==> config.mk <==
export PLATFORM = sky130hd
export DESIGN_NAME = pa_spsram_512x38_ctrl
export DESIGN_NICKNAME = d
export VERILOG_FILES = /design/src/rtl/pa_spsram_512x38_ctrl.sv
export SDC_FILE = /design/constraint.sdc
export NUM_CORES = 1
export LEC_CHECK = 0
export CAP_MARGIN = 10
export CORE_AREA = 2 2 99 101
export DETAILED_ROUTE_END_ITERATION = 12
export DIE_AREA = 0 0 101 103
export PLACE_DENSITY = 0.78
export REMOVE_ABC_BUFFERS = 1
export SYNTH_ARGS = -nofsm -noshare
export SYNTH_HDL_FRONTEND = slang
export SYNTH_SLANG_ARGS = --single-unit
==> constraint.sdc <==
create_clock -name forever_cpuclk -period 3.85 [get_ports forever_cpuclk]
set_clock_uncertainty 0.2 [all_clocks]
set_input_delay 1.155 -clock forever_cpuclk [delete_from_list [all_inputs] [get_ports forever_cpuclk]]
set_output_delay 1.155 -clock forever_cpuclk [all_outputs]
set_load 0.01 [all_outputs]
==> src/rtl/pa_spsram_512x38_ctrl.sv <==
// -----------------------------------------------------------------------------
// pa_spsram_512x38_ctrl
//
// Access controller for the LSU 512x38 single-port SRAM wrapper. It is the
// only driver of the SRAM pins. It converts a valid/ready request interface
// into the macro's active-low CEN/GWEN/WEN strobes and returns read data as a
// one-cycle response pulse. After every reset, and whenever init_req is
// pulsed while idle, a hardware sweep writes INIT_VALUE to every entry.
//
// Optional build macro:
//   PA_SPSRAM_CTRL_RDATA_FLOP_EN
//     defined   : sram_q is registered before rsp_data (read latency 2)
//     undefined : rsp_data comes straight from sram_q  (read latency 1)
//
// Parameters:
//   ADDR_WIDTH  SRAM address width, depth = 2**ADDR_WIDTH
//   DATA_WIDTH  data / bit-mask width
//   INIT_VALUE  word written to every entry during the init sweep
//
// Ports:
//   forever_cpuclk  in   clock (only clock)
//   cpurst_b        in   asynchronous active-low reset
//   req_vld         in   request valid
//   req_rdy         out  request accepted when req_vld & req_rdy
//   req_wr          in   1 = write, 0 = read
//   req_addr        in   entry index
//   req_wdata       in   write data
//   req_wmask       in   active-high per-bit write enable
//   rsp_vld         out  one-cycle read-data-valid pulse
//   rsp_data        out  read data, meaningful only while rsp_vld = 1
//   init_req        in   pulse; starts an init sweep from IDLE
//   init_busy       out  high while the sweep runs
//   sram_a          out  SRAM address
//   sram_cen        out  SRAM chip enable, active-low
//   sram_gwen       out  SRAM global write enable, active-low
//   sram_wen        out  SRAM per-bit write enable, active-low
//   sram_d          out  SRAM write data
//   sram_q          in   SRAM read data, valid one cycle after a read strobe
// -----------------------------------------------------------------------------
module pa_spsram_512x38_ctrl #(
  parameter int                    ADDR_WIDTH = 9,
  parameter int                    DATA_WIDTH = 38,
  parameter logic [DATA_WIDTH-1:0] INIT_VALUE = '0
) (
  input  logic                  forever_cpuclk,
  input  logic                  cpurst_b,
  // request / response
  input  logic                  req_vld,
  output logic                  req_rdy,
  input  logic                  req_wr,
  input  logic [ADDR_WIDTH-1:0] req_addr,
  input  logic [DATA_WIDTH-1:0] req_wdata,
  input  logic [DATA_WIDTH-1:0] req_wmask,
  output logic                  rsp_vld,
  output logic [DATA_WIDTH-1:0] rsp_data,
  // init control
  input  logic                  init_req,
  output logic                  init_busy,
  // SRAM macro side
  output logic [ADDR_WIDTH-1:0] sram_a,
  output logic                  sram_cen,
  output logic                  sram_gwen,
  output logic [DATA_WIDTH-1:0] sram_wen,
  output logic [DATA_WIDTH-1:0] sram_d,
  input  logic [DATA_WIDTH-1:0] sram_q
);

  localparam logic [ADDR_WIDTH-1:0] CNT_MAX = '1;

  typedef enum logic {
    ST_INIT = 1'b0,
    ST_IDLE = 1'b1
  } state_t;

  // ---------------------------------------------------------------------------
  // State
  // ---------------------------------------------------------------------------
  state_t                r_state;
  logic [ADDR_WIDTH-1:0] r_cnt;
  // Last address / data put on the SRAM pins; replayed on idle cycles so the
  // macro inputs do not toggle when nothing is accessed.
  logic [ADDR_WIDTH-1:0] r_a_hold;
  logic [DATA_WIDTH-1:0] r_d_hold;
  logic                  r_rsp_vld;

  // ---------------------------------------------------------------------------
  // Combinational next-state / output decode
  // ---------------------------------------------------------------------------
  state_t                w_state_next;
  logic [ADDR_WIDTH-1:0] w_cnt_next;
  logic                  w_req_rdy;
  logic                  w_rd_acc;
  logic                  w_cen;
  logic                  w_gwen;
  logic [DATA_WIDTH-1:0] w_wen;
  logic [ADDR_WIDTH-1:0] w_a;
  logic [DATA_WIDTH-1:0] w_d;

  always_comb begin
    w_state_next = r_state;
    w_cnt_next   = r_cnt;
    w_req_rdy    = 1'b0;
    w_rd_acc     = 1'b0;
    w_cen        = 1'b1;
    w_gwen       = 1'b1;
    w_wen        = '1;
    w_a          = r_a_hold;
    w_d          = r_d_hold;

    unique case (r_state)
      ST_INIT: begin
        // Full-word write of INIT_VALUE to entry cnt every cycle. init_req is
        // deliberately ignored here so a running sweep never restarts.
        w_cen  = 1'b0;
        w_gwen = 1'b0;
        w_wen  = '0;
        w_a    = r_cnt;
        w_d    = INIT_VALUE;
        if (r_cnt == CNT_MAX) begin
          w_state_next = ST_IDLE;
          w_cnt_next   = '0;
        end else begin
          w_cnt_next = r_cnt + 1'b1;
        end
      end

      ST_IDLE: begin
        // init_req has priority: a coincident request is simply not accepted.
        w_req_rdy = ~init_req;
        if (init_req) begin
          w_state_next = ST_INIT;
          w_cnt_next   = '0;
        end else if (req_vld) begin
          w_cen = 1'b0;
          w_a   = req_addr;
          if (req_wr) begin
            // An all-zero mask still strobes the macro but as a non-writing
            // access (gwen high, wen all high), so it behaves as a no-op.
            w_gwen = ~(|req_wmask);
            w_wen  = ~req_wmask;
            w_d    = req_wdata;
          end else begin
            w_rd_acc = 1'b1;
          end
        end
      end

      default: begin
        w_state_next = ST_INIT;
        w_cnt_next   = '0;
      end
    endcase
  end

  // ---------------------------------------------------------------------------
  // State register
  // ---------------------------------------------------------------------------
  always_ff @(posedge forever_cpuclk or negedge cpurst_b) begin
    if (!cpurst_b) begin
      r_state <= ST_INIT;
      r_cnt   <= '0;
    end else begin
      r_state <= w_state_next;
      r_cnt   <= w_cnt_next;
    end
  end

  always_ff @(posedge forever_cpuclk or negedge cpurst_b) begin
    if (!cpurst_b) begin
      r_a_hold <= '0;
      r_d_hold <= INIT_VALUE;
    end else begin
      r_a_hold <= w_a;
      r_d_hold <= w_d;
    end
  end

  // ---------------------------------------------------------------------------
  // Read response path
  // ---------------------------------------------------------------------------
`ifdef PA_SPSRAM_CTRL_RDATA_FLOP_EN
  // Two-stage path: r_rd_pend marks the cycle sram_q is valid, which is then
  // captured into r_rsp_data. The pipeline is never flushed by init_req, so
  // reads in flight still deliver their pulse during the following sweep.
  logic                  r_rd_pend;
  logic [DATA_WIDTH-1:0] r_rsp_data;

  always_ff @(posedge forever_cpuclk or negedge cpurst_b) begin
    if (!cpurst_b) begin
      r_rd_pend  <= 1'b0;
      r_rsp_vld  <= 1'b0;
      r_rsp_data <= '0;
    end else begin
      r_rd_pend <= w_rd_acc;
      r_rsp_vld <= r_rd_pend;
      if (r_rd_pend) begin
        r_rsp_data <= sram_q;
      end
    end
  end

  assign rsp_data = r_rsp_data;
`else
  always_ff @(posedge forever_cpuclk or negedge cpurst_b) begin
    if (!cpurst_b) begin
      r_rsp_vld <= 1'b0;
    end else begin
      r_rsp_vld <= w_rd_acc;
    end
  end

  // Gated so rsp_data reads as zero out of reset and between pulses.
  assign rsp_data = r_rsp_vld ? sram_q : '0;
`endif

  // ---------------------------------------------------------------------------
  // Outputs
  // ---------------------------------------------------------------------------
  assign rsp_vld   = r_rsp_vld;
  assign req_rdy   = w_req_rdy;
  assign init_busy = (r_state == ST_INIT);
  assign sram_cen  = w_cen;
  assign sram_gwen = w_gwen;
  assign sram_wen  = w_wen;
  assign sram_a    = w_a;
  assign sram_d    = w_d;

endmodule

==> results of run 1 <==
-- worst max-delay path, stage by stage --
cell and delay (ps):
clkdlybuf4s50_1 440, nor4_1 300, nand4_1 180, o32ai_2 290, buf_2 170
-- what timing repair did --
| item | 4_1_cts | 5_1_grt |
|---|---|---|
| buffers inserted | 13 | 2 |
| gates resized for setup | 353 | 69 |
| setup endpoints to repair | 87 | 65 |
| gates cloned | 8 | 3 |
| pin swaps | 7 | 14 |
-- flip-flops by register name, indices dropped and copies added (netlist names) --
name and cells:
r_state 1, r_cnt 9, r_a_hold 9, r_d_hold 38, rsp_vld 1
-- path summary, 6_finish.rpt --
check | from | to | slack [ps] | cells past startpoint
worst min register to register | r_d_hold[26]$_DFF_PN0_ | r_d_hold[26]$_DFF_PN0_ | 320 | 2
min in group asynchronous | cpurst_b | r_a_hold[4]$_DFF_PN0_ | 670 | 1
worst min-delay path | r_d_hold[26]$_DFF_PN0_ | r_d_hold[26]$_DFF_PN0_ | 320 | 2
max in group asynchronous | cpurst_b | r_d_hold[0]$_DFF_PN0_ | 2070 | 2
worst max-delay path | req_wmask[6] | sram_gwen | -50 | 5
worst max register to register | r_cnt[0]$_DFFE_PN0N_ | r_cnt[5]$_DFFE_PN0N_ | 1450 | 9
-- synthesized netlist by cell type, drive strengths merged, types with 2 or more instances --
cell | instances | area share [%]
a21oi | 87 | 14
nand2 | 83 | 10
dfrtp | 58 | 48
and2 | 39 | 8.1
clkbuf | 17 | 2.1
buf | 14 | 3.1
nor2 | 14 | 1.7
mux2i | 9 | 3.0
nor4 | 9 | 1.9
o21ai | 8 | 1.3
a22o | 3 | 0.87
and3 | 3 | 0.62
nand4 | 3 | 0.62
ha | 2 | 0.83
nand3 | 2 | 0.33
xor2 | 2 | 0.58
-- routing by layer --
metal	vias to the layer above	track usage, %	wire length, microns
met2	185	43.23	7118
met1	1846	29.51	5434
met5	-	0	0
li1	1822	-	-
met4	0	11.75	543
met3	36	9.831	1329
-- cell type report --
cell class	count	share of cell area, %
tap	114	2.210
antenna	1	0.03877
sequential	58	22.49
clock buffer	12	2.249
clock inverter	4	1.163
multi-input combinational	272	26.27
timing repair buffer	316	45.52
inverter	1	0.05816
-- through the flow --
| stage | setup slack (ps) | std cells | TNS [ps] | utilization [%] | hold WS [ps] |
|---|---|---|---|---|---|
| final | -49.18 | 778 | -49.18 | 68.23 | 322.0 |
| after global routing | -202.6 | 778 | -270.6 | 68.23 | 334.0 |
| after CTS | -33.84 | 773 | -309.6 | 66.44 | 319.1 |
| after detailed placement | -762.9 | 736 | -41160 | 61.96 | 315.0 |
| after global placement | -782.5 | 736 | -40730 | 61.96 | 309.5 |
| after floorplan | -952.0 | 331 | -69690 | - | 286.8 |
-- kinds of logic after synthesis --
group           Yosys count  synth area share [%]
buf+inv                  32                 5.346
fa+ha+maj                 2                0.8287
mux                       9                 2.984
xor+xnor                  3                0.8704
simple gates            158                 24.78
flops                    58                 48.07
compound gates          100                 17.12
-- report_power, final --
part / switching, uW / total [uW] / leakage, uW / internal, uW
clock network: 246 / 628 / 0.000103 / 383
registers: 48.0 / 721 / 0.000789 / 673
logic: 278 / 588 / 0.00201 / 310
total: 572 / 1940 / 0.00290 / 1370
==> flow_summary.yaml, run 1 <==
flow_run:
  cap_viol_max_count: 0
finish:
  finalInstanceArea_sq_um: 6454
  fillerInstances: 748
  post_route_cells_drive_above_1_share_pct: 33.79
  fin_nets: 788
  multi_input_area_sq_um: 1695
  area_growth_pct: 113.8
  final_cell_mix: "160 x clkdlybuf4s50_1, 74 x nand2_1, 66 x buf_2, 58 x dfrtp_1, 45 x a21oi_2"
  final_common_cell: "clkdlybuf4s50_1"
  seqCellArea_sq_um: 1451
logic_synthesis:
  synth_area_sq_um: 3019
  yosysUniqueCellTypes: 27
  ys.flop_type: "dfrtp_1"
  synth_edf_count: 0
  synthCells: 362
  seq_area_frac_synth_pct: 48.07
  postSynthAreaPerCell_sq_um: 8.340
  ys_warn_count: 0
  ys_ff_latch: 58
  async_reset_ff_share_pct: 100.0
clock_network:
  cts_made_buffers: 9
  cts_root_buffer: "clkbuf_8"
  cts.sinks: 58
  clockBufferDepth: 2
  htreeDepth: 3
  path_clk_slew_ps: 70
  cts_tree: "built"
  ctsHoldBuffers: 0
  clk-insertion-delay-late_ps: 330
pwr:
  p_leak_uw: 0.002898
  power_density_nw_per_um2: 300.2
  p_total_uw: 1937
  irDropWorstVdd_uv: 190.2
global_routing:
  grt_max_degree: 59
  grt_pass1_vias: 3622
  grt_usage_pct: 25.84
  antenna_found_initial: 1
  grt-ovfl-total: 0
  grt_pass1_wl_microns: 20220
worst_setup_path:
  crit_fanout: 2
  critical_path.startpoint_type: "primary input"
  end_kind: "primary output"
  cp.arrival_ps: 2540
  critPathKind: "primary input to primary output"
  crit_required_ps: 2490
timing:
  finalMaxSlewViolations: 0
  rsz0062_at_grt: "true"
  max_slew_margin_pct: 44.23
  fin_crit_sh_pct: 101.3
  finalSetupViolCount: 1
  fin_ws_ps: -49.18
  max_freq_mhz: 256.5
  hold_violations: 0
  worst-slew-pin-transition_ps: 836.6
  period_minus_slack_ps: 3899
routing:
  wirelength_microns: 14430
  vias: 3889
  ant_nets: 0
  drt_iter0_drc: 169
  first_pass_iters: 4
  drc_errors: 0
  via_per_inst: 4.999
  routedWlPerCell_microns: 18.54
placement:
  postPlaceCellArea_sq_um: 5861
  port_buffers: 255
  gp_congestion: 1.014
  hpwl_microns: 9780
floorplan:
  placementRows: 36
  coreArea_sq_um: 9459
  die_h_microns: 103
  ioPinCount: 256
  dieArea_sq_um: 10400
  die_w_microns: 101
  start_util_pct: 31.92
worst_hold_path:
  hold_class: "flip-flop to flip-flop"
run_status:
  status: "complete, but fails checks"
  violations: "setup timing"
Power figures use the tool's default switching activity.
==> inputs of run 2 (changes only) <==
--- a/config.mk
+++ b/config.mk
@@ -6,10 +6,10 @@
 export NUM_CORES = 1
 export LEC_CHECK = 0
 export CAP_MARGIN = 10
-export CORE_AREA = 2 2 99 101
+export CORE_MARGIN = 5
+export CORE_UTILIZATION = 35
 export DETAILED_ROUTE_END_ITERATION = 12
-export DIE_AREA = 0 0 101 103
-export PLACE_DENSITY = 0.78
+export PLACE_DENSITY = 0.84
 export REMOVE_ABC_BUFFERS = 1
 export SYNTH_ARGS = -nofsm -noshare
 export SYNTH_HDL_FRONTEND = slang
==> flow_summary.yaml, run 2 (synthesized netlist as in run 1, its figures left out) <==
placement:
  gp_congestion: 0.9306
  port_buffers: 255
  hpwl_microns: 11420
  place_ws_ps: -635.1
  postPlaceCellArea_sq_um: 5934
worst_setup_path:
  crit_fanout: 2
  end_kind: "primary output"
  cp.arrival_ps: 2490
  critPathKind: "primary input to primary output"
  crit_required_ps: 2490
  critical_path.startpoint_type: "primary input"
routing:
  routedWlPerCell_microns: 19.85
  first_pass_iters: 4
  vias: 4028
  wirelength_microns: 15340
  drc_errors: 0
  drt_iter0_drc: 170
  via_per_inst: 5.211
  ant_nets: 0
global_routing:
  grt-ovfl-total: 0
  grt_pass1_vias: 3977
  grt_usage_pct: 27.26
  grt_pass1_wl_microns: 21560
  grt_max_degree: 84
  antenna_found_initial: 2
clock_network:
  cts_root_buffer: "clkbuf_8"
  clockBufferDepth: 2
  cts.sinks: 58
  clk-insertion-delay-late_ps: 330
  htreeDepth: 3
  cts_tree: "built"
  cts_made_buffers: 9
  path_clk_slew_ps: 70
  ctsHoldBuffers: 0
pwr:
  p_leak_uw: 0.002834
  irDropWorstVdd_uv: 238.6
  power_density_nw_per_um2: 304.5
timing:
  rsz0062_at_grt: "true"
  fin_ws_ps: 2.148
  fin_crit_sh_pct: 99.94
  worst-slew-pin-transition_ps: 1043
  max_slew_margin_pct: 30.48
  finalSetupViolCount: 0
  period_minus_slack_ps: 3848
  max_freq_mhz: 259.9
  finalMaxSlewViolations: 0
  hold_violations: 0
finish:
  top_regs: "r_d_hold: 38 flops, r_a_hold: 9 flops, r_cnt: 9 flops"
  fillerInstances: 580
  final_common_cell: "clkdlybuf4s50_1"
  largest_reg_flops: 38
  post_route_cells_drive_above_1_share_pct: 29.07
  final_cell_mix: "155 x clkdlybuf4s50_1, 82 x nand2_1, 59 x buf_2, 58 x dfrtp_1, 55 x a21oi_1"
  fin_nets: 789
  finalInstanceArea_sq_um: 6223
  area_growth_pct: 106.1
  multi_input_area_sq_um: 1598
  top_register: "r_d_hold"
  seqCellArea_sq_um: 1451
run_status:
  status: "complete, no violations"
floorplan:
  placementRows: 33
  ioPinCount: 256
  dieArea_sq_um: 10580
  die_h_microns: 102.9
  coreArea_sq_um: 8299
  start_util_pct: 36.38
  die_w_microns: 102.9
flow_run:
  cap_viol_max_count: 0
worst_hold_path:
  hold_class: "flip-flop to flip-flop"
==> run 2: changes by cell type in the layout (fill, tap and decap cells not counted), moves of 5 or more <==
cell	change
buf_4	+14
clkdlybuf4s50_1	-5
nand2_1	+8
clkdlybuf4s15_1	+7
clkbuf_2	-6
a21oi_1	+16
buf_2	-7
buf_6	-7
nand2_2	-8
dlygate4sd2_1	+7
clkdlybuf4s15_2	+8
a21oi_2	-14
==> run 2: power breakdown <==
group          total, uW  switching, uW  internal [uW]  leakage [uW]
logic                560            267            293       0.00193
registers            722           49.5            673      0.000789
clock network        612            241            371      0.000110
total               1890            558           1340       0.00283
==> run 2: layout make-up <==
| cell class | count | share of cell area (%) |
|---|---|---|
| timing repair buffer | 317 | 45.20 |
| sequential | 58 | 23.32 |
| antenna | 4 | 0.1608 |
| clock buffer | 15 | 2.996 |
| clock inverter | 1 | 0.4825 |
| inverter | 1 | 0.06031 |
| multi-input combinational | 272 | 25.67 |
| tap | 105 | 2.111 |
==> run 2: through the flow <==
step           util (%)  cells  hold WS (ps)  power, uW  TNS, ps
2_1_floorplan         -    331         286.8      922.1   -69690
3_3_place_gp      71.51    740         312.2       1293   -43920
3_5_place_dp      71.51    740         318.3       1310   -44630
4_1_cts           73.75    764         328.5       1891        0
5_1_grt           74.93    771         344.8       1978   -91.37
6_report          74.99    773         324.8       1895        0
==> run 2: worst max-delay path, stage by stage <==
cell and delay [ps]:
clkdlybuf4s50_1 490, nor4_1 260, nand4_1 190, o32ai_2 230
buf_2 160
==> run 2: metal layers <==
metal / vias up / GRT usage [%] / share of wire (%) / wire (microns)
met3: 49 / 7.442 / 7.9 / 1214
met1: 1934 / 26.09 / 33 / 5106
li1: 1826 / - / - / -
met2: 219 / 53.43 / 54 / 8287
met4: 0 / 12.35 / 4.8 / 732
met5: - / 0 / 0 / 0
==> run 2: worst paths after layout <==
check / startpoint / to / slack (ps) / cells after the start
hold / removal: r_d_hold[5]$_DFF_PN0_ / r_d_hold[5]$_DFF_PN0_ / 320 / 2
setup reg to reg: r_cnt[0]$_DFFE_PN0N_ / r_cnt[5]$_DFFE_PN0N_ / 1420 / 9
setup / recovery: req_wmask[2] / sram_gwen / 2 / 5
min in group asynchronous: cpurst_b / r_d_hold[1]$_DFF_PN0_ / 750 / 1
max in group asynchronous: cpurst_b / r_d_hold[33]$_DFF_PN0_ / 1900 / 2
hold reg to reg: r_d_hold[5]$_DFF_PN0_ / r_d_hold[5]$_DFF_PN0_ / 320 / 2
==> run 2: what timing repair did <==
item / CTS / global route
setup buffers: 6 / 5
endpoints found under the setup margin: 88 / 38
pin swaps: 11 / 6
hold endpoints to repair: 0 / 0
cloned: 2 / 1
resized for setup: 344 / 24
